## src/rtl/neuron_pkg.sv

```systemverilog
// Shared definitions for the neuron spike interface: drain FSM states, default
// sizing constants and the channel-index width rule used by encoder and decoder.
package neuron_pkg;

    typedef enum logic {
        ACCUM = 1'b0,
        DRAIN = 1'b1
    } drain_state_e;

    localparam int NUM_CH_DEF      = 4;
    localparam int WINDOW_LOG2_DEF = 8;
    localparam int CNT_W_DEF       = 8;

    // Both ends of the spike link must size spike_ch identically.
    function automatic int ch_idx_w(input int num_ch);
        return (num_ch > 1) ? $clog2(num_ch) : 1;
    endfunction

endpackage

```

## src/rtl/spike_rate_decoder_if.sv

```systemverilog
// Rate readout stream of the spike rate decoder: one (channel, rate) entry per
// valid/ready transfer. The decoder is the master, the consumer the slave.
interface spike_rate_decoder_if #(
    parameter int NUM_CH = neuron_pkg::NUM_CH_DEF,
    parameter int CNT_W  = neuron_pkg::CNT_W_DEF
) ();
    localparam int CH_W = neuron_pkg::ch_idx_w(NUM_CH);

    logic             rate_valid;
    logic             rate_ready;
    logic [CH_W-1:0]  rate_ch;
    logic [CNT_W-1:0] rate;

    modport master (output rate_valid, output rate_ch, output rate, input rate_ready);
    modport slave  (input rate_valid, input rate_ch, input rate, output rate_ready);

endinterface

```

## src/rtl/spike_rate_decoder_sat_counter.sv

```systemverilog
// Per-channel saturating spike counter with synchronous clear (boxcar window)
// and synchronous halve (leaky window), both applied to the post-increment value.
module sat_counter #(
    parameter int CNT_W = 8
) (
    input  logic             clk,
    input  logic             rst_n,
    input  logic             inc,
    input  logic             clr,
    input  logic             halve,
    output logic [CNT_W-1:0] cnt_next
);
    localparam logic [CNT_W-1:0] CNT_MAX = '1;

    logic [CNT_W-1:0] cnt_q;

    // Count including this cycle's spike; the snapshot samples this so a spike
    // on the last window cycle still belongs to the ending window.
    assign cnt_next = (inc && (cnt_q != CNT_MAX)) ? cnt_q + 1'b1 : cnt_q;

    always_ff @(posedge clk) begin
        if (!rst_n) begin
            cnt_q <= '0;
        end else if (clr) begin
            cnt_q <= '0;
        end else if (halve) begin
            cnt_q <= cnt_next >> 1;
        end else begin
            cnt_q <= cnt_next;
        end
    end

endmodule

```

## src/rtl/spike_rate_decoder.sv

```systemverilog
// Converts time-multiplexed spike events into per-channel spikes-per-window rates,
// streamed out one channel at a time. LEAKY_DECODE_EN: halve instead of clear at window end.
module spike_rate_decoder
    import neuron_pkg::*;
#(
    parameter int NUM_CH      = NUM_CH_DEF,
    parameter int WINDOW_LOG2 = WINDOW_LOG2_DEF,
    parameter int CNT_W       = CNT_W_DEF,
    localparam int CH_W       = ch_idx_w(NUM_CH)
) (
    input  logic                   clk,
    input  logic                   rst_n,
    input  logic                   spike_valid,
    input  logic [CH_W-1:0]        spike_ch,
    output logic                   overrun,
    spike_rate_decoder_if.master   rate_if
);

`ifdef LEAKY_DECODE_EN
    localparam bit LEAKY = 1'b1;
`else
    localparam bit LEAKY = 1'b0;
`endif

    logic [WINDOW_LOG2-1:0] win_cnt_q;
    logic                   wend;
    logic [CNT_W-1:0]       live_next [NUM_CH];
    logic [CNT_W-1:0]       snap_q    [NUM_CH];
    drain_state_e           state_q, state_d;
    logic [CH_W-1:0]        idx_q, idx_d;
    logic                   capture;
    logic                   accept;
    logic                   overrun_q;

    always_ff @(posedge clk) begin
        if (!rst_n) begin
            win_cnt_q <= '0;
        end else begin
            win_cnt_q <= win_cnt_q + 1'b1;
        end
    end

    assign wend = &win_cnt_q;

    for (genvar i = 0; i < NUM_CH; i++) begin : g_live
        sat_counter #(.CNT_W(CNT_W)) u_cnt (
            .clk      (clk),
            .rst_n    (rst_n),
            .inc      (spike_valid && (spike_ch == CH_W'(i))),
            .clr      (wend && !LEAKY),
            .halve    (wend && LEAKY),
            .cnt_next (live_next[i])
        );
    end

    assign accept = (state_q == DRAIN) && rate_if.rate_ready;

    // NOTE: every signal written here gets a default first so no path leaves it
    // unassigned; otherwise synthesis infers a latch.
    always_comb begin
        state_d = state_q;
        idx_d   = idx_q;
        capture = 1'b0;
        unique case (state_q)
            ACCUM: begin
                if (wend) begin
                    state_d = DRAIN;
                    idx_d   = '0;
                    capture = 1'b1;
                end
            end
            DRAIN: begin
                if (accept) begin
                    idx_d = idx_q + 1'b1;
                    if (idx_q == CH_W'(NUM_CH - 1)) begin
                        state_d = ACCUM;
                    end
                end
            end
            default: state_d = ACCUM;
        endcase
    end

    always_ff @(posedge clk) begin
        if (!rst_n) begin
            state_q   <= ACCUM;
            idx_q     <= '0;
            overrun_q <= 1'b0;
        end else begin
            state_q <= state_d;
            idx_q   <= idx_d;
            if (wend && (state_q == DRAIN)) begin
                overrun_q <= 1'b1;
            end
        end
    end

    // NOTE: the snapshot buffer is reset explicitly so an abandoned drain leaves
    // no stale rates behind; it is small enough to live in flops, not RAM.
    always_ff @(posedge clk) begin
        if (!rst_n) begin
            for (int i = 0; i < NUM_CH; i++) begin
                snap_q[i] <= '0;
            end
        end else if (capture) begin
            for (int i = 0; i < NUM_CH; i++) begin
                snap_q[i] <= live_next[i];
            end
        end
    end

    // All outputs come straight from registers; rate_ready only steers next state.
    assign rate_if.rate_valid = (state_q == DRAIN);
    assign rate_if.rate_ch    = idx_q;
    assign rate_if.rate       = snap_q[idx_q];
    assign overrun            = overrun_q;

endmodule

```

## src/flat_wrapper.sv

```systemverilog
// flat-port wrapper written by rule: the top's interface ports become plain ports
module spike_rate_decoder_flat import neuron_pkg::*;
#(
    parameter int NUM_CH      = NUM_CH_DEF,
    parameter int WINDOW_LOG2 = WINDOW_LOG2_DEF,
    parameter int CNT_W       = CNT_W_DEF,
    localparam int CH_W       = ch_idx_w(NUM_CH)
)
  (clk, rst_n, spike_valid, spike_ch, overrun, rate_if_rate_valid, rate_if_rate_ch, rate_if_rate, rate_if_rate_ready);
  spike_rate_decoder_if #(.NUM_CH(NUM_CH), .CNT_W(CNT_W)) rate_if_i ();
  input  logic clk;
  input  logic rst_n;
  input  logic spike_valid;
  input  logic [CH_W-1:0] spike_ch;
  output logic overrun;
  output wire logic [$bits(rate_if_i.rate_valid)-1:0] rate_if_rate_valid;
  output wire logic [$bits(rate_if_i.rate_ch)-1:0] rate_if_rate_ch;
  output wire logic [$bits(rate_if_i.rate)-1:0] rate_if_rate;
  input wire logic [$bits(rate_if_i.rate_ready)-1:0] rate_if_rate_ready;
  assign rate_if_rate_valid = rate_if_i.rate_valid;
  assign rate_if_rate_ch = rate_if_i.rate_ch;
  assign rate_if_rate = rate_if_i.rate;
  assign rate_if_i.rate_ready = rate_if_rate_ready;
  spike_rate_decoder #(.NUM_CH(NUM_CH), .WINDOW_LOG2(WINDOW_LOG2), .CNT_W(CNT_W)) u_core (.clk(clk), .rst_n(rst_n), .spike_valid(spike_valid), .spike_ch(spike_ch), .overrun(overrun), .rate_if(rate_if_i));
endmodule
```

## config.mk

```make
export PLATFORM = sky130hd
export DESIGN_NAME = spike_rate_decoder_flat
export DESIGN_NICKNAME = d
export VERILOG_FILES = /design/src/rtl/neuron_pkg.sv /design/src/rtl/spike_rate_decoder_if.sv /design/src/rtl/spike_rate_decoder_sat_counter.sv /design/src/rtl/spike_rate_decoder.sv /design/src/flat_wrapper.sv
export SDC_FILE = /design/constraint.sdc
export NUM_CORES = 1
export LEC_CHECK = 0
export ABC_AREA = 1
export BUFFER_PORTS_ARGS = -buffer_cell sky130_fd_sc_hd__buf_2
export CORE_AREA = 10 10 100 102
export CTS_CLUSTER_SIZE = 8
export DETAILED_ROUTE_END_ITERATION = 6
export DIE_AREA = 0 0 110 112
export MAX_ROUTING_LAYER = met4
export PLACE_DENSITY = 0.77
export SLEW_MARGIN = 25
export SYNTH_ARGS = -nofsm -noshare
export SYNTH_HDL_FRONTEND = slang
export SYNTH_HIERARCHICAL = 1
export SYNTH_SLANG_ARGS = --single-unit
```

## constraint.sdc

```tcl
create_clock -name clk -period 2.68 [get_ports clk]
set_input_delay 0.268 -clock clk [delete_from_list [all_inputs] [get_ports clk]]
set_output_delay 0.268 -clock clk [all_outputs]
set_load 0.1 [all_outputs]
```

# ---- Word level (Yosys, flattened, before mapping)
# Memory sizes are Yosys's and may differ from the RTL's. A register that Yosys moved wholly into a read port is not among the register bits.
# Cells that the tools add are included.
dict set report classes {
  reduce_logical 14
  eq_ne 10
  muxes 22
  addsub 6
  n_bitwise 6
}
# operator n
set op_table {}
lappend op_table {{$mux W8} 8}
lappend op_table {{$add A8 B1 Y8 const B} 5}
lappend op_table {{$ne A8 B8 Y1 const B} 4}
lappend op_table {{$logic_and A1 B1 Y1} 10}
lappend op_table {{$mux W1} 8}
lappend op_table {{$mux W2} 4}
lappend op_table {{$reduce_and A8 Y1} 1}
lappend op_table {{$eq A2 B2 Y1 const B} 3}
lappend op_table {{$or A1 B1 Y1} 4}
lappend op_table {{$pmux W2 S2} 1}
lappend op_table {{$add A2 B1 Y2 const B} 1}
lappend op_table {{$eq A2 B1 Y1 const B} 1}
lappend op_table {{$logic_not A2 Y1} 1}
lappend op_table {{$ne A2 B1 Y1 const B} 1}
lappend op_table {{$ne A2 B2 Y1 const B} 1}
lappend op_table {{$not A1 Y1} 2}
lappend op_table {{$pmux W1 S2} 1}
lappend op_table {{$reduce_and A2 Y1} 1}
lappend op_table {{$reduce_or A2 Y1} 1}
dict set report word_totals {
  memories 1
  reg_bits 44
  ramBits 32
  output_inout_bits 12
}
# name depth width read_ports rd_ports_with_merged_regs write_ports line
set mem_list {}
lappend mem_list {u_core.snap_q 4 8 1 1 4 spike_rate_decoder.sv:28} ;# logic [CNT_W-1:0] snap_q [NUM_CH];

# ---- Longest topological paths before layout
# Gate-level depths: netlist (run 1).
dict set report logic_depth {
  ltp_word 7
  depth_mapped 12
  depth_no_buf 11
}

# ---- By module
# Netlist (run 1), hierarchy kept.
# module n_inst area_each_um2 cells_per_inst
set modules_own_cells {}
lappend modules_own_cells {sat_counter 4 635.6 105}
lappend modules_own_cells {spike_rate_decoder 1 2306.0 223}

# ---- Worst setup path before layout (run 1)
# OpenSTA, ideal clock, no wires.
dict set report synth_timing {
  path_kind {register to output}
  startpoint {register (tool-made name)}
  endpoint {output rate_if_rate[1]}
  path_buffers 1
  arrival_ns 2.198
  stages_incl_launch_ff 5
  required_time_ns 2.412
  path_slack_ns 0.214
  cell_sequence {dfxtp_1 inv_1 buf_2 o21ai_0 o22ai_1}
}
# item line
set synth_rtl {}
lappend synth_rtl {{to (decl)} flat_wrapper.sv:18} ;# output wire logic [$bits(rate_if_i.rate)-1:0] rate_if_rate;

==> results.cfg, run 1 <==
[status]
status = completed

[clock_tree]
clock-sinks = 78
clock_tree.root_cell = clkbuf_8
postCtsHoldBufs = 0
htreeDepth = 3
cts_setup_buffers = 0
cts_tree = built
clkLatencyLatePin_ns = 0.34
path_clk_slew_ns = 0.08
cts_max_path_buffers = 2
cts_buffers = 9
cts_resized = 0

[worst_hold_path]
hp-class = input pin to flop

[detailed_routing]
drt_pre_antenna_iters = 5
drt_iter0_markers = 185
viasPerCell = 5.06
wire_per_inst_microns = 12.3
final_antenna_net_count = 0
dr_total_vias = 3969
wl_mm = 9.63
drc_errors = 0

[worst_setup_path]
end_kind = output port
critPathLaunchType = flop
critPathRequiredTime_ns = 2.41
critical_path_class = flop to output port
worstPathArrival_ns = 1.97
reg2reg_slack_ns = 0.78
cp_max_fo = 17

[final_layout]
diodes = 0
drive_gt1_share_pct = 18.6
final_cell_mix = 124 x inv_1, 119 x nand2_1, 76 x nand3_1
final_core_util_pct = 64.9
area_growth_pct = 7.72
nFillCells = 691
layout.nets = 686
final_common_cell = inv_1

[grt]
antenna_found_initial = 0
grt_pass1_wl_mm = 16.5
track_usage_pct = 16.6
grt_pass1_vias = 3751
grt_max_degree = 33
grt_remaining_overflow = 0

[synthesis]
ys_seq_elements = 78
synthDistinctLibCells = 31
yosysWarnings = 6
synthCells = 643
syn_area_per_cell_sq_um = 7.54
synth_area_leaders = edfxtp_1 20%, dfxtp_1 19%, inv_1 9.6%
synth_top_area_share_pct = 19.8
yosys.area.top_type = edfxtp_1
netlist_area_sq_mm = 0.00485
seq_area_frac_synth_pct = 38.8

[floorplanning]
die_h_microns = 112
die-area_sq_mm = 0.0123
io_pins = 18
core_sq_mm = 0.00805
rows = 33
initial_core_util_pct = 60.2
die_w_microns = 110

[timing]
rsz0062_at_grt = no
period_needed_ns = 2.24
tightest_slew_ns = 0.640
finalSetupViolCount = 0
setup_tns_ns = 0
period_share_pct = 83.4
final-hold-violation-count = 0
finalClockSkew_ns = 0.0109
slew_headroom_pct = 57.2
max_freq_mhz = 447
finalMaxSlewViolations = 0

[place]
place_congestion = 0.891
place_hpwl_mm = 7.35
portBuffers = 17

[pwr]
power_uw = 2270
p_per_area_mw_per_mm2 = 435
leakagePower_uw = 0.00221
irDropWorstVdd_v = 0.000281

[flow_run]
cap_violations = 0
==> layout make-up <==
type / instances / area [sq um] / share of cell area [%]
well taps: 105 / 131 / 2.52
multi-input cells: 432 / 2400 / 46.0
repair buffers: 23 / 143 / 2.73
inverters: 130 / 489 / 9.37
clock inverters: 4 / 21.3 / 0.407
flip-flops and latches: 78 / 1880 / 36.0
clock buffers: 12 / 156 / 2.99
==> per-layer routing <==
metal	up-vias	wire [microns]	GRT usage [%]	share of wire, %
li1	2069	-	-	-
met1	1824	4410	20.8	46
met2	67	4760	26.8	49
met3	9	375	2.60	3.9
met4	0	80	4.60	0.83
met5	-	0	-	0
==> stage by stage <==
stage | instances | setup WS [ns] | hold slack [ns] | cell area (sq um)
6_report | 784 | 0.445 | 0.269 | 5220
5_1_grt | 784 | 0.265 | 0.281 | 5220
4_1_cts | 784 | 0.404 | 0.253 | 5220
3_5_place_dp | 768 | 0.779 | 0.447 | 5040
3_3_place_gp | 768 | 0.837 | 0.430 | 5040
2_1_floorplan | 650 | 0.214 | 0.406 | 4870
==> registers in the layout, indices dropped and copies added (netlist names), named ones only <==
| register | count |
|---|---|
| u_core/g_live.u_cnt/cnt_q | 32 |
| u_core/win_cnt_q | 8 |
| u_core/snap_q | 32 |
| u_core/rate_if.rate_ch | 2 |
| u_core/overrun | 1 |
| u_core/rate_if.rate_valid | 1 |
==> power by group <==
group / internal, uW / switching, uW
logic: 39.7 / 130
clock network: 391 / 434
registers: 1260 / 16.2
==> logic make-up after synthesis <==
logic type / after synthesis / share of synthesized area [%]
fa+ha+maj: 6 / 1.55
buf+inv: 140 / 12.2
other cells: 1 / 0.0773
simple gates: 369 / 41.7
compound gates: 49 / 5.65
flops: 78 / 38.8
==> synthesized netlist by cell type <==
master / instances
edfxtp_1: 32
nand3_2: 4
nor2_2: 8
buf_4: 4
dfxtp_1: 46
buf_2: 2
o22ai_1: 8
clkbuf_1: 1
buf_12: 3
clkinv_2: 1
o21ai_0: 23
ha_1: 6
nand3_4: 1
nor3_1: 5
nor2_4: 40
nand2_4: 4
a31oi_1: 1
inv_1: 124
nand3b_2: 4
nand2_2: 18
inv_2: 5
nand3_1: 76
nand4_1: 8
a21oi_1: 8
and2_1: 20
o21ai_2: 4
o21a_1: 1
nand2_1: 119
nor2_1: 62
o21ai_1: 4
conb_1: 1
==> path summary, 6_finish.rpt <==
path	from	to	depth (start not counted)
worst max-delay path	flop	rate_if_rate[6]	4
worst min-delay path	rate_if_rate_ready	u_core/rate_if.rate_ch[0]	4
worst max register to register	u_core/win_cnt_q[0]	u_core/snap_q[1][6]	8
worst min register to register	u_core/win_cnt_q[0]	u_core/win_cnt_q[0]	1
==> critical path, stage by stage (launching register included) <==
cell and delay (ns):
dfxtp_1 0.59, inv_1 0.31, o21ai_0 0.31, o22ai_1 0.12
buf_2 0.31
Power figures use the tool's default switching activity.
==> run 2, diff against run 1 <==
--- a/config.mk
+++ b/config.mk
@@ -7,12 +7,12 @@
 export LEC_CHECK = 0
 export ABC_AREA = 1
 export BUFFER_PORTS_ARGS = -buffer_cell sky130_fd_sc_hd__buf_2
-export CORE_AREA = 10 10 100 102
+export CORE_AREA = 10 10 105 107
 export CTS_CLUSTER_SIZE = 8
 export DETAILED_ROUTE_END_ITERATION = 6
-export DIE_AREA = 0 0 110 112
+export DIE_AREA = 0 0 115 117
 export MAX_ROUTING_LAYER = met4
-export PLACE_DENSITY = 0.77
+export PLACE_DENSITY = 0.73
 export SLEW_MARGIN = 25
 export SYNTH_ARGS = -nofsm -noshare
 export SYNTH_HDL_FRONTEND = slang
==> constraint.sdc (replaced) <==
create_clock -name clk -period 1.8 [get_ports clk]
set_input_delay 0.18 -clock clk [delete_from_list [all_inputs] [get_ports clk]]
set_output_delay 0.18 -clock clk [all_outputs]
set_load 0.1 [all_outputs]
==> run 2 against run 1 <==
  * Combinational power grew 79%
  * Cell area grew 7.1%
  * Power grew 61%
  * Clock-buffer cell count is the same
  * Global-route usage shrank 0.72 points
  * Utilization shrank 2.9 points
  * Clock skew grew 0.0055 ns
  * Worst hold slack lost 0.093 ns
  * Via count grew 0.83%
  * Critical path depth is the same
  * Final cell count grew 2.6%
  * Sequential share of layout area shrank 2.2 points
==> results.cfg, run 2 (same netlist as run 1, synthesis figures left out) <==
[final_layout]
final_core_util_pct = 62.0
layout.nets = 700
reg_top3 = u_core/g_live.u_cnt/cnt_q x32, u_core/snap_q x32, u_core/win_cnt_q x8
final_cell_mix = 123 x inv_1, 118 x nand2_1, 76 x nand3_1
final_common_cell = inv_1
diodes = 0
drive_gt1_share_pct = 22.7
area_growth_pct = 15.3

[timing]
finalHoldWorstSlack_ns = 0.176
tightest_slew_ns = 0.577
period_needed_ns = 1.71
period_share_pct = 95.0
max_freq_mhz = 585
finalSetupViolCount = 0
setup_tns_ns = 0
final-hold-violation-count = 0
finalMaxSlewViolations = 0
rsz0062_at_grt = no
finalClockSkew_ns = 0.0164
slew_headroom_pct = 61.4

[clock_tree]
cts_buffers = 9
clock-sinks = 78
clock_tree.root_cell = clkbuf_8
cts_max_path_buffers = 2
htreeDepth = 3
cts_tree = built
cts_setup_buffers = 0
clkLatencyLatePin_ns = 0.36
path_clk_slew_ns = 0.09

[detailed_routing]
drt_iter0_markers = 342
wire_per_inst_microns = 12.2
wl_mm = 9.82
viasPerCell = 4.98
dr_total_vias = 4002
drt_pre_antenna_iters = 5
final_antenna_net_count = 0
drc_errors = 0

[worst_setup_path]
worstPathArrival_ns = 1.53
end_kind = output port
critical_path_class = flop to output port
cp_max_fo = 16
critPathRequiredTime_ns = 1.62
critPathLaunchType = flop

[floorplanning]
die_w_microns = 115
die-area_sq_mm = 0.0135
initial_core_util_pct = 53.7
core_sq_mm = 0.00902
rows = 35
io_pins = 18
die_h_microns = 117

[place]
place_hpwl_mm = 7.40
portBuffers = 17
place_congestion = 0.866

[grt]
track_usage_pct = 15.8
grt_remaining_overflow = 0
grt_pass1_wl_mm = 17.1
antenna_found_initial = 0
grt_pass1_vias = 3815
grt_max_degree = 33

[worst_hold_path]
hp-class = input pin to flop

[pwr]
leakagePower_uw = 0.00236
irDropWorstVdd_v = 0.000317
p_per_area_mw_per_mm2 = 653

[status]
status = completed

[flow_run]
cap_violations = 0
-- run 2: cell count changes in the layout (fill, tap and decap cells not counted), moves of 3 or more --
cell	before	now
buf_12	1	11
buf_2	17	9
buf_4	5	15
clkinv_2	4	1
clkinvlp_4	0	3
dfxtp_1	46	42
dfxtp_2	0	3
o21ai_0	23	16
o21ai_1	4	11
o22ai_1	8	0
o22ai_2	0	8
-- run 2: final cells by class --
class	instances	area, sq um
fill	760	3430
multi-input combinational	432	2460
sequential	78	1890
inverter	130	493
timing repair buffer	36	389
clock buffer	12	166
tap	111	139
clock inverter	4	50.0
timing repair inverter	1	7.51
-- run 2: metal layers --
| layer | global-route usage (%) | part of all wire [%] |
|---|---|---|
| met5 | - | 0 |
| met2 | 25.8 | 49 |
| met4 | 4.87 | 0.87 |
| met1 | 19.1 | 46 |
| met3 | 3.72 | 3.7 |
-- run 2: worst max-delay path: stages (launching register included) --
cell and delay, ns:
dfxtp_4 0.40, buf_6 0.17, o21ai_0 0.15, o22ai_2 0.24, buf_12 0.21
-- run 2: per-stage QoR --
step / setup slack (ns) / instance area (sq um) / cells / total power [uW]
after floorplan: 0.0623 / 4930 / 650 / 2140
after CTS: 0.0230 / 5570 / 803 / 3670
after detailed placement: 0.134 / 5350 / 787 / 2250
after global placement: 0.149 / 5350 / 787 / 2240
final: 0.0906 / 5590 / 804 / 3650
after global routing: 0.00722 / 5590 / 804 / 3800
-- run 2: final timing paths --
path | startpoint | end | depth (start not counted) | slack (ns)
max | flop | rate_if_rate[1] | 4 | 0.09
min | rate_if_rate_ready | u_core/rate_if.rate_ch[0] | 4 | 0.18
max reg2reg | u_core/g_live[3].u_cnt/cnt_q[0] | u_core/snap_q[3][5] | 9 | 0.12
min reg2reg | u_core/win_cnt_q[0] | u_core/win_cnt_q[0] | 1 | 0.46
-- run 2: repair_timing --
action	in CTS	in global routing
gates resized for setup	0	16
endpoints found under the setup margin	0	16
hold buffers	0	0
-- run 2: power by group --
| group | internal, uW | switching [uW] | leakage, uW |
|---|---|---|---|
| Combinational | 102 | 202 | 0.00157 |
| Sequential | 1880 | 25.9 | 0.000678 |
| Clock | 766 | 674 | 0.000109 |
==> run 3, diff against run 2 <==
--- a/config.mk
+++ b/config.mk
@@ -11,6 +11,7 @@
 export CTS_CLUSTER_SIZE = 8
 export DETAILED_ROUTE_END_ITERATION = 6
 export DIE_AREA = 0 0 115 117
+export GPL_ROUTABILITY_DRIVEN = 0
 export MAX_ROUTING_LAYER = met4
 export PLACE_DENSITY = 0.73
 export SLEW_MARGIN = 25
==> constraint.sdc (replaced) <==
create_clock -name clk -period 1.8 [get_ports clk]
set_input_delay 0.18 -clock clk [delete_from_list [all_inputs] [get_ports clk]]
set_output_delay 0.18 -clock clk [all_outputs]
set_load 0.01 [all_outputs]
==> run 3 against run 2 <==
  * Sequential cell count unchanged
  * Cell area down 3.1%
  * Critical path type is now flop to flop
  * Maximum frequency up 0.65%
  * Register-to-register slack worse by 0.02 ns
  * Global-route usage down 0.48 points
  * Largest power group unchanged
  * Die area unchanged
  * Routed wire length down 0.81%
  * Non-clock buffer count up 2
  * Clock-buffer cell count up 2
  * Setup slack better by 0.011 ns
  * Worst hold slack better by 0.0033 ns
==> results.cfg, run 3 (same netlist as run 1, synthesis figures left out) <==
[grt]
grt_pass1_vias = 3826
grt_remaining_overflow = 0
antenna_found_initial = 0
grt_pass1_wl_mm = 16.6
track_usage_pct = 15.4
grt_max_degree = 33

[worst_setup_path]
critPathSlowestCell = dfxtp_1
r2r_start = u_core/g_live[0].u_cnt/cnt_q[1]
path_buf_inv = 1
end_kind = flop
critPathLaunchType = flop
critical_path_class = flop to flop
critPathRequiredTime_ns = 1.90
worstPathArrival_ns = 1.80
cp_max_fo = 10
ff2ff_path_depth = 9
rr_endpoint = u_core/snap_q[0][5]
path_cells = ha_2, nand2_1, nor2_4, nand2_4, nand3_1, nand2_1, and2_1, inv_1, nor2_4
reg2reg_slack_ns = 0.10
cp-startpoint = u_core/g_live[0].u_cnt/cnt_q[1]
crit_family = simple AND/OR/NAND/NOR gates
critPathMaxStageDelay_ns = 0.41

[final_layout]
layout.nets = 702
final_common_cell = inv_1
final_cell_mix = 123 x inv_1, 117 x nand2_1, 76 x nand3_1
area_growth_pct = 11.8
diodes = 0
reg_top3 = u_core/g_live.u_cnt/cnt_q x32, u_core/snap_q x32, u_core/win_cnt_q x8
drive_gt1_share_pct = 21.7
final_core_util_pct = 60.1

[clock_tree]
htreeDepth = 3
clock-sinks = 78
cts_max_path_buffers = 2
cts_buffers = 9
clock_tree.root_cell = clkbuf_8
cts_tree = built
path_clk_slew_ns = 0.08
clkLatencyLatePin_ns = 0.34

[worst_hold_path]
hold_end = u_core/rate_if.rate_ch[0]
min_delay_path_depth = 4
hp-class = input pin to flop
worstHoldStart = rate_if_rate_ready

[floorplanning]
die_w_microns = 115
io_pins = 18
die_h_microns = 117
core_sq_mm = 0.00902
die-area_sq_mm = 0.0135
rows = 35
initial_core_util_pct = 53.7

[timing]
period_needed_ns = 1.70
finalMaxSlewViolations = 0
max_freq_mhz = 589
rsz0062_at_grt = no
finalSetupViolCount = 0
period_share_pct = 94.3
slew_headroom_pct = 63.9
finalClockSkew_ns = 0.0125
tightest_slew_ns = 0.539
setup_tns_ns = 0
final-hold-violation-count = 0
setup_slack_ns = 0.102

[pwr]
irDropWorstVdd_v = 0.000296
power_uw = 3400
leakagePower_uw = 0.00230
p_per_area_mw_per_mm2 = 627

[place]
pre_cts_ws_ns = 0.0909
portBuffers = 17
place_hpwl_mm = 7.42

[detailed_routing]
drc_errors = 0
final_antenna_net_count = 0
drt_pre_antenna_iters = 5
drt_iter0_markers = 239
wire_per_inst_microns = 12.1
dr_total_vias = 4095
viasPerCell = 5.08
wl_mm = 9.74

[status]
status = completed

[flow_run]
cap_violations = 0
==> run 3: metal layers <==
layer / global-route usage (%) / part of all wire [%]
met5: - / 0
met1: 18.3 / 44
met2: 25.5 / 49
met4: 5.20 / 1.4
met3: 3.01 / 4.7
==> run 3: repair_timing <==
item,4_1_cts,5_1_grt
gates resized for setup,0,10
setup endpoints to repair,0,12
hold buffers,0,0
setup buffers,0,1
==> run 3: how the worst max path moves through the flow <==
stage / endpoint / slack (ns) / depth (start not counted)
floorplan: u_core/snap_q[0][0] / 0.15 / 5
global placement: u_core/snap_q[2][3] / 0.08 / 12
detailed placement: u_core/snap_q[3][5] / 0.09 / 12
CTS: rate_if_rate[0] / 0.09 / 4
global route: u_core/snap_q[0][5] / 0.008 / 9
finish: u_core/snap_q[0][5] / 0.10 / 9
==> run 3: power by group <==
group / total, uW / switching [uW] / leakage [uW] / internal [uW]
clock: 1300 / 635 / 0.000102 / 663
combinational: 196 / 126 / 0.00152 / 70.3
sequential: 1910 / 23.5 / 0.000676 / 1880
==> run 3: final cells by class <==
type / count / area [sq um]
multi-input combinational: 432 / 2410
fill: 782 / 3600
inverter: 130 / 493
timing repair inverter: 1 / 7.51
tap: 111 / 139
timing repair buffer: 38 / 284
clock buffer: 14 / 184
sequential: 78 / 1880
clock inverter: 2 / 13.8
==> run 3: metrics by stage <==
stage	cells	hold slack, ns	area [sq um]
floorplan	650	0.318	4880
detailed placement	788	0.435	5180
CTS	804	0.168	5380
finish	806	0.180	5420
global route	806	0.202	5420
global placement	788	0.430	5180
==> run 3: worst min-delay path: cells and delay by family <==
family | cells | cell delay, ns
buf+inv | 1 | 0.07
compound gates | 1 | 0.06
simple gates | 2 | 0.16
